`config.mk`:
```
export PLATFORM = sky130hd
export DESIGN_NAME = bcd_countdown_timer
export DESIGN_NICKNAME = d
export VERILOG_FILES = /design/src/rtl/bcd_countdown_timer.sv
export SDC_FILE = /design/constraint.sdc
export NUM_CORES = 1
export LEC_CHECK = 0
export ABC_AREA = 1
export CAP_MARGIN = 20
export CORE_MARGIN = 2
export CORE_UTILIZATION = 57
export CTS_BUF_LIST = sky130_fd_sc_hd__clkbuf_16
export CTS_CLUSTER_DIAMETER = 200
export DETAILED_ROUTE_END_ITERATION = 10
export PLACE_DENSITY_LB_ADDON = 0.2
export SYNTH_ARGS = -nofsm -noshare
export SYNTH_HDL_FRONTEND = slang
export SYNTH_SLANG_ARGS = --single-unit
export TNS_END_PERCENT = 10
```
`constraint.sdc`:
```
create_clock -name clk -period 4.02 [get_ports clk]
set_input_delay 0.804 -clock clk [delete_from_list [all_inputs] [get_ports clk]]
set_output_delay 0.804 -clock clk [all_outputs]
set_load 0.02 [all_outputs]
```
`src/rtl/bcd_countdown_timer.sv`:
```
// M:SS BCD countdown timer: keypad shift-in entry, 1 Hz countdown with start/pause/resume/clear,
// and an auto-expiring DONE state. All outputs come straight from registers.
module bcd_countdown_timer #(
  parameter int DONE_TICKS = 3
) (
  input  logic       clk,
  input  logic       rst_n,
  input  logic       tick,
  input  logic       key_valid,
  input  logic [3:0] key_digit,
  input  logic       start,
  input  logic       stop,
  input  logic       clear,
  output logic [3:0] bmin,
  output logic [3:0] bsec_tens,
  output logic [3:0] bsec_ones,
  output logic       running,
  output logic       paused,
  output logic       finished,
  output logic       done_pulse,
  output logic       key_err
);
  localparam int CW = (DONE_TICKS > 1) ? $clog2(DONE_TICKS) : 1;

  typedef enum logic [1:0] {IDLE, RUN, PAUSE, DONE} state_t;

  state_t          state_q, state_d;
  logic [3:0]      bmin_q, bmin_d, tens_q, tens_d, ones_q, ones_d;
  logic [CW-1:0]   cnt_q, cnt_d;
  logic            kerr_q, kerr_d, dpulse_q, dpulse_d;
  logic            run_q, run_d, pause_q, pause_d, fin_q, fin_d;
  logic            is_zero, is_one;

  assign is_zero = (bmin_q == 4'd0) && (tens_q == 4'd0) && (ones_q == 4'd0);
  assign is_one  = (bmin_q == 4'd0) && (tens_q == 4'd0) && (ones_q == 4'd1);

  always_ff @(posedge clk or negedge rst_n) begin
    if (!rst_n) begin
      state_q  <= IDLE;
      bmin_q   <= '0;
      tens_q   <= '0;
      ones_q   <= '0;
      cnt_q    <= '0;
      kerr_q   <= 1'b0;
      dpulse_q <= 1'b0;
      run_q    <= 1'b0;
      pause_q  <= 1'b0;
      fin_q    <= 1'b0;
    end else begin
      state_q  <= state_d;
      bmin_q   <= bmin_d;
      tens_q   <= tens_d;
      ones_q   <= ones_d;
      cnt_q    <= cnt_d;
      kerr_q   <= kerr_d;
      dpulse_q <= dpulse_d;
      run_q    <= run_d;
      pause_q  <= pause_d;
      fin_q    <= fin_d;
    end
  end

  // One input acts per cycle, strictly in the order clear > stop > start > key_valid > tick.
  always_comb begin
    state_d  = state_q;
    bmin_d   = bmin_q;
    tens_d   = tens_q;
    ones_d   = ones_q;
    cnt_d    = cnt_q;
    kerr_d   = 1'b0;
    dpulse_d = 1'b0;
    if (clear) begin
      state_d = IDLE;
      bmin_d  = '0;
      tens_d  = '0;
      ones_d  = '0;
    end else begin
      unique case (state_q)
        IDLE: begin
          if (stop) begin
            bmin_d = '0;
            tens_d = '0;
            ones_d = '0;
          end else if (start) begin
            if (!is_zero) state_d = RUN;
          end else if (key_valid) begin
            // The ones digit moves into tens, so it must already be a legal tens value.
            if (key_digit <= 4'd9 && ones_q <= 4'd5) begin
              bmin_d = tens_q;
              tens_d = ones_q;
              ones_d = key_digit;
            end else begin
              kerr_d = 1'b1;
            end
          end
        end
        RUN: begin
          if (stop) begin
            state_d = PAUSE;
          end else if (tick && !start && !key_valid) begin
            if (is_one) begin
              ones_d   = '0;
              state_d  = DONE;
              cnt_d    = '0;
              dpulse_d = 1'b1;
            end else if (ones_q != 4'd0) begin
              ones_d = ones_q - 4'd1;
            end else begin
              ones_d = 4'd9;
              if (tens_q != 4'd0) begin
                tens_d = tens_q - 4'd1;
              end else begin
                tens_d = 4'd5;
                bmin_d = bmin_q - 4'd1;
              end
            end
          end
        end
        PAUSE: begin
          if (stop) begin
            state_d = IDLE;
            bmin_d  = '0;
            tens_d  = '0;
            ones_d  = '0;
          end else if (start) begin
            state_d = RUN;
          end
        end
        DONE: begin
          if (stop) begin
            state_d = IDLE;
          end else if (tick && !start && !key_valid) begin
            if (cnt_q == CW'(DONE_TICKS - 1)) state_d = IDLE;
            else cnt_d = cnt_q + 1'b1;
          end
        end
        default: state_d = IDLE;
      endcase
    end
  end

  always_comb begin
    run_d   = (state_d == RUN);
    pause_d = (state_d == PAUSE);
    fin_d   = (state_d == DONE);
  end

  assign bmin       = bmin_q;
  assign bsec_tens  = tens_q;
  assign bsec_ones  = ones_q;
  assign running    = run_q;
  assign paused     = pause_q;
  assign finished   = fin_q;
  assign done_pulse = dpulse_q;
  assign key_err    = kerr_q;
endmodule

```
# --- Yosys cells after proc, flatten, opt, wreduce, memory -nomap -nowiden ---
# Cells that the tools add are included.
# W data, S select, Z words.
totals:
  reg_bits: 21
  input_bits: 11
  output_inout_bits: 17
  wordCells: 124
classes:
  add_sub_neg: 4
  magnitude_cmp: 2
  n_eq_ne: 23
  muxes: 64
  bitwise: 1
  n_reduce_logical: 20
ops:
  columns: ["cell", "count"]
  rows:
  - ["$mux W4", 30]
  - ["$mux W2", 18]
  - ["$pmux W4 S3", 3]
  - ["$ne A3 B3 Y1 const B", 6]
  - ["$logic_not A4 Y1", 3]
  - ["$ne A2 B2 Y1 const B", 6]
  - ["$ne A4 B4 Y1 const B", 3]
  - ["$reduce_bool A4 Y1", 3]
  - ["$sub A4 B1 Y4 const B", 3]
  - ["$mux W1", 11]
  - ["$eq A2 B2 Y1 const B", 5]
  - ["$reduce_and A10 Y1", 1]
  - ["$reduce_and A9 Y1", 1]
  - ["$pmux W2 S4", 1]
  - ["$reduce_and A8 Y1", 1]
  - ["$reduce_and A7 Y1", 1]
  - ["$logic_and A1 B1 Y1", 6]
  - ["$eq A2 B1 Y1 const B", 2]
  - ["$eq A4 B1 Y1 const B", 1]
  - ["$le A4 B3 Y1 const B", 1]
  - ["$le A4 B4 Y1 const B", 1]
  - ["$pmux W2 S2", 1]
  - ["$add A2 B1 Y2 const B", 1]
  - ["$logic_not A1 Y1", 2]
  - ["3 further kinds", 3]

# --- Longest topological paths before layout ---
logic_depth:
  depth_word: 9
  depth_mapped: 13
  depth_no_buf: 12

# --- Worst setup path after synthesis ---
# No wires, ideal clock.
synth_timing:
  kind: "input -> register"
  startpoint: "input key_digit[2]"
  endpoint: "register tens_q[0] (netlist: bsec_tens[0])"
  setup_ps: 123
  arrival_ps: 1592
  required_ps: 3897
  path_slack_ps: 2305
  path_stages: 8
  n_path_buf: 0
  cell_sequence: "o21ai_1 -> nand2_1 -> o21bai_2 -> nand2_2 -> nor2_4 -> nand2_4 -> nand2_1 -> o21ai_2"
synth_between:
  elab_chain_len: 4
synth_rtl:
  columns: ["item", "line_no", "text"]
  rows:
  - ["start, declared", "10", "input logic [3:0] key_digit,"]
  - ["$le A4 B4 Y1", "88", "if (key_digit <= 4'd9 && ones_q <= 4'd5) begin"]
  - ["$logic_and A1 B1 Y1", "88", null]
  - ["$ne A4 B4 Y1 (no source line)", null, null]
  - ["$reduce_and A9 Y1 (no source line)", null, null]
  - ["end signal, assigned", "52", "tens_q <= tens_d;"]
  - ["end, declared", "28", "logic [3:0] bmin_q, bmin_d, tens_q, tens_d, ones_q, ones_d;"]
# Every way passes these cells.
# A chain may end at the register's enable or synchronous reset.

# --- Worst setup path in the final report ---
layout_timing:
  startpoint: "input stop"
  endpoint: "register tens_q[2] (netlist: bsec_tens[2])"
layout_between:
  elab_chain_len: 3
  word_cells_on_any_way: 9
  classes_between: "5 x eq/ne; 3 x mux; 1 x reduce/logical"
layout_rtl:
  columns: ["item", "line_no", "text"]
  rows:
  - ["start, declared", "12", "input logic stop,"]
  - ["$mux W4", "80", "if (stop) begin"]
  - ["$pmux W4 S3", "78", "unique case (state_q)"]
  - ["$mux W4", "72", "if (clear) begin"]
# Parallel ways exist; a longest one is shown, timed or not.

==> flow_summary.yaml <==
route:
  wl_um: 3640
  route.detailed.drc: 0
  via_count: 1559
  firstDrtPassIters: 4
  avgRoutedWirePerCell_um: 12.6
  detail_route.iter0.violations: 76
  via_per_inst: 5.39
  postRouteAntennaNets: 0
cts:
  clockRootBuffer: "clkbuf_16"
  insertion_delay_ns: 0.25
  clk_pin_slew_ns: 0.06
  cts_buffers: 3
  tritoncts: "built"
  clockBufferDepth: 2
  htreeDepth: 1
  clock_sinks: 21
  postCtsSetupRepairBufs: 0
  post_cts_resized: 0
  holdBufCountCts: 0
synthesis:
  synth.yosys.seq_area_share_pct: 32.8
  synth_cells: 229
  ys.warnings.count: 0
  yosysTopAreaCell: "dfrtp_1"
  syn_area_mm2: 0.00160
  syn_nets: 250
  synth.area.top_cells: "dfrtp_1 (33%), nand2_1 (14%), ha_1 (7.8%), inv_1 (7.3%), nand3_1 (6.6%)"
  synthDominantCellAreaShare_pct: 32.8
  ys_ff_latch: 21
  synth_cell_types: 28
  synth_area_per_cell_um2: 6.99
critical_path:
  cp.arrival_ns: 2.56
  path_class: "input port to flop"
  worstPathRequired_ns: 4.15
  critical_path.max_stage_delay_ns: 0.51
  slowest_stage: "clkdlybuf4s50_1"
  crit_path_cell_trace: "clkdlybuf4s50_1, nor2_2, nand2_1, a21oi_1, nor2_4, nand3_1, nor2_2, nand2_1, o21ai_0"
  endpoint_kind: "flop"
  path_buf_inv: 1
  worstPathMaxFanout: 12
  reg2reg_from: "state_q[0]"
  crit_path_start: "stop"
  path_delay_family: "simple AND/OR/NAND/NOR gates"
  startpoint_type: "input port"
pwr:
  peakVddDrop_mv: 0.524
  leakagePower_nw: 0.967
  power_mw: 1.20
  switching_share_pct: 46.6
  internal_power_uw: 639
  power_frac_clock_pct: 17.7
  p_per_area_mw_per_mm2: 603
  seqPwrFrac_pct: 24.8
  switching_power_uw: 558
  share_comb_of_total_power_pct: 57.5
cells_and_area:
  fin_area_mm2: 0.00198
  nets: 280
  final_cell_mix: "nand2_1 (59), inv_1 (31), clkdlybuf4s50_1 (27), nand3_1 (21), dfrtp_1 (21)"
  antennaDiodeCount: 0
  drive_gt1_share_pct: 9.30
  mostFrequentLayoutCell: "nand2_1"
  syn_to_final_growth_pct: 24.0
die:
  die_h_um: 57.0
  ios: 28
  die_w_um: 57.0
  core_area_mm2: 0.00271
  rows: 19
  start_util_pct: 59.0
  die_area_mm2: 0.00325
grt:
  grt_max_degree: 22
  grt_pass1_wl_um: 6130
  grt_pass1_vias: 1444
  antenna_found_initial: 0
  grt.total_usage_pct: 23.8
  grt-ovfl-total: 0
placed_design:
  place_hpwl_um: 2770
  placed_cell_area_mm2: 0.00189
  numPortBuffers: 27
  place.gp.congestion: 0.944
  post-place-ws_ns: 1.36
hold_path:
  hp-class: "flop to flop"
  min_from: "cnt_q[0]"
timing:
  setup_ws_ns: 1.59
  slew_headroom_pct: 65.9
  period_needed_ns: 2.43
  finalHoldViolCount: 0
  max_freq_ghz: 0.412
  setup_viol: 0
  rsz0062_at_grt: "false"
  fin_crit_sh_pct: 60.4
  skew_ns: 0.00198
  tns_ns: 0
  tightestPinTransition_ns: 0.510
  drv_slew: 0
outcome:
  status: "complete, no violations"
flow_run:
  maxCapViolCount: 0
==> cells by family (layout without fill, tap and decap cells) <==
| logic type | count (synthesis) | count (layout) | share of synthesized area (%) |
|---|---|---|---|
| and+or+nand+nor | 115 | 115 | 33.8 |
| xor gates and xnor gates | 2 | 2 | 1.09 |
| AOI/OAI and AO/OA | 44 | 44 | 14.9 |
| DFF | 21 | 21 | 32.8 |
| adders and majority gates | 10 | 10 | 7.82 |
| buffers and inverters | 37 | 66 | 9.54 |
==> sequential cells by signal, indices dropped and copies added (netlist names), 2 cells and up <==
| signal | flops |
|---|---|
| state_q | 2 |
| bsec_tens | 4 |
| bmin | 4 |
| bsec_ones | 4 |
| cnt_q | 2 |
==> power groups by stage <==
| stage | clock network (mW) | logic [mW] | registers, mW |
|---|---|---|---|
| CTS | 0.211 | 0.680 | 0.297 |
| finish | 0.212 | 0.688 | 0.297 |
| global route | 0.223 | 0.768 | 0.304 |
| global placement | 0 | 0.666 | 0.299 |
| floorplan | 0 | 0.459 | 0.334 |
| detailed placement | 0 | 0.677 | 0.301 |
==> synth_stat cells <==
library cell  instances
o31ai_1               1
nand2_2               4
nand2_4               1
buf_2                 1
ha_1                 10
o21ai_1               5
o21ai_0              18
or2_1                 1
dfrtp_1              21
nor3b_1               1
nor3_1                2
buf_6                 1
o21ai_2               2
inv_1                31
nand4_1               3
o21bai_2              1
nand2_1              59
xor2_1                2
a21oi_1              16
inv_2                 2
clkbuf_1              1
nor2_4                5
o211ai_1              1
clkinv_4              1
nand3_2               1
nor2_2                2
nor2_1               15
nand3_1              21
==> layout make-up <==
type,count,area [um2]
clock buffer,3,75.1
clock inverter,1,5.00
fill,226,726
inverter,34,133
multi-input combinational,171,922
sequential,21,526
tap,31,38.8
timing repair buffer,28,285
==> per-layer routing <==
layer,global-route usage (%),share of wire (%)
met5,0,0
met2,38.3,47
met4,10.3,1.7
met3,2.95,4.6
met1,32.5,46
==> worst paths after layout <==
path	end	slack, ns	cells past startpoint
hold / removal	cnt_q[0]	0.47	1
setup / recovery	bsec_tens[2]	1.59	9
min in group asynchronous	bsec_tens[1]	0.87	1
max in group asynchronous	state_q[0]	2.71	2
hold reg to reg	cnt_q[0]	0.47	1
setup reg to reg	bsec_tens[0]	1.98	8
==> through the flow <==
stage / utilization [%] / hold slack (ns) / cells
after floorplan: - / 0.445 / 229
after global placement: 69.7 / 0.460 / 284
after detailed placement: 69.7 / 0.465 / 284
after CTS: 72.7 / 0.475 / 288
after global routing: 73.2 / 0.486 / 289
final: 73.2 / 0.472 / 289
(Power assumes the default switching activity.)
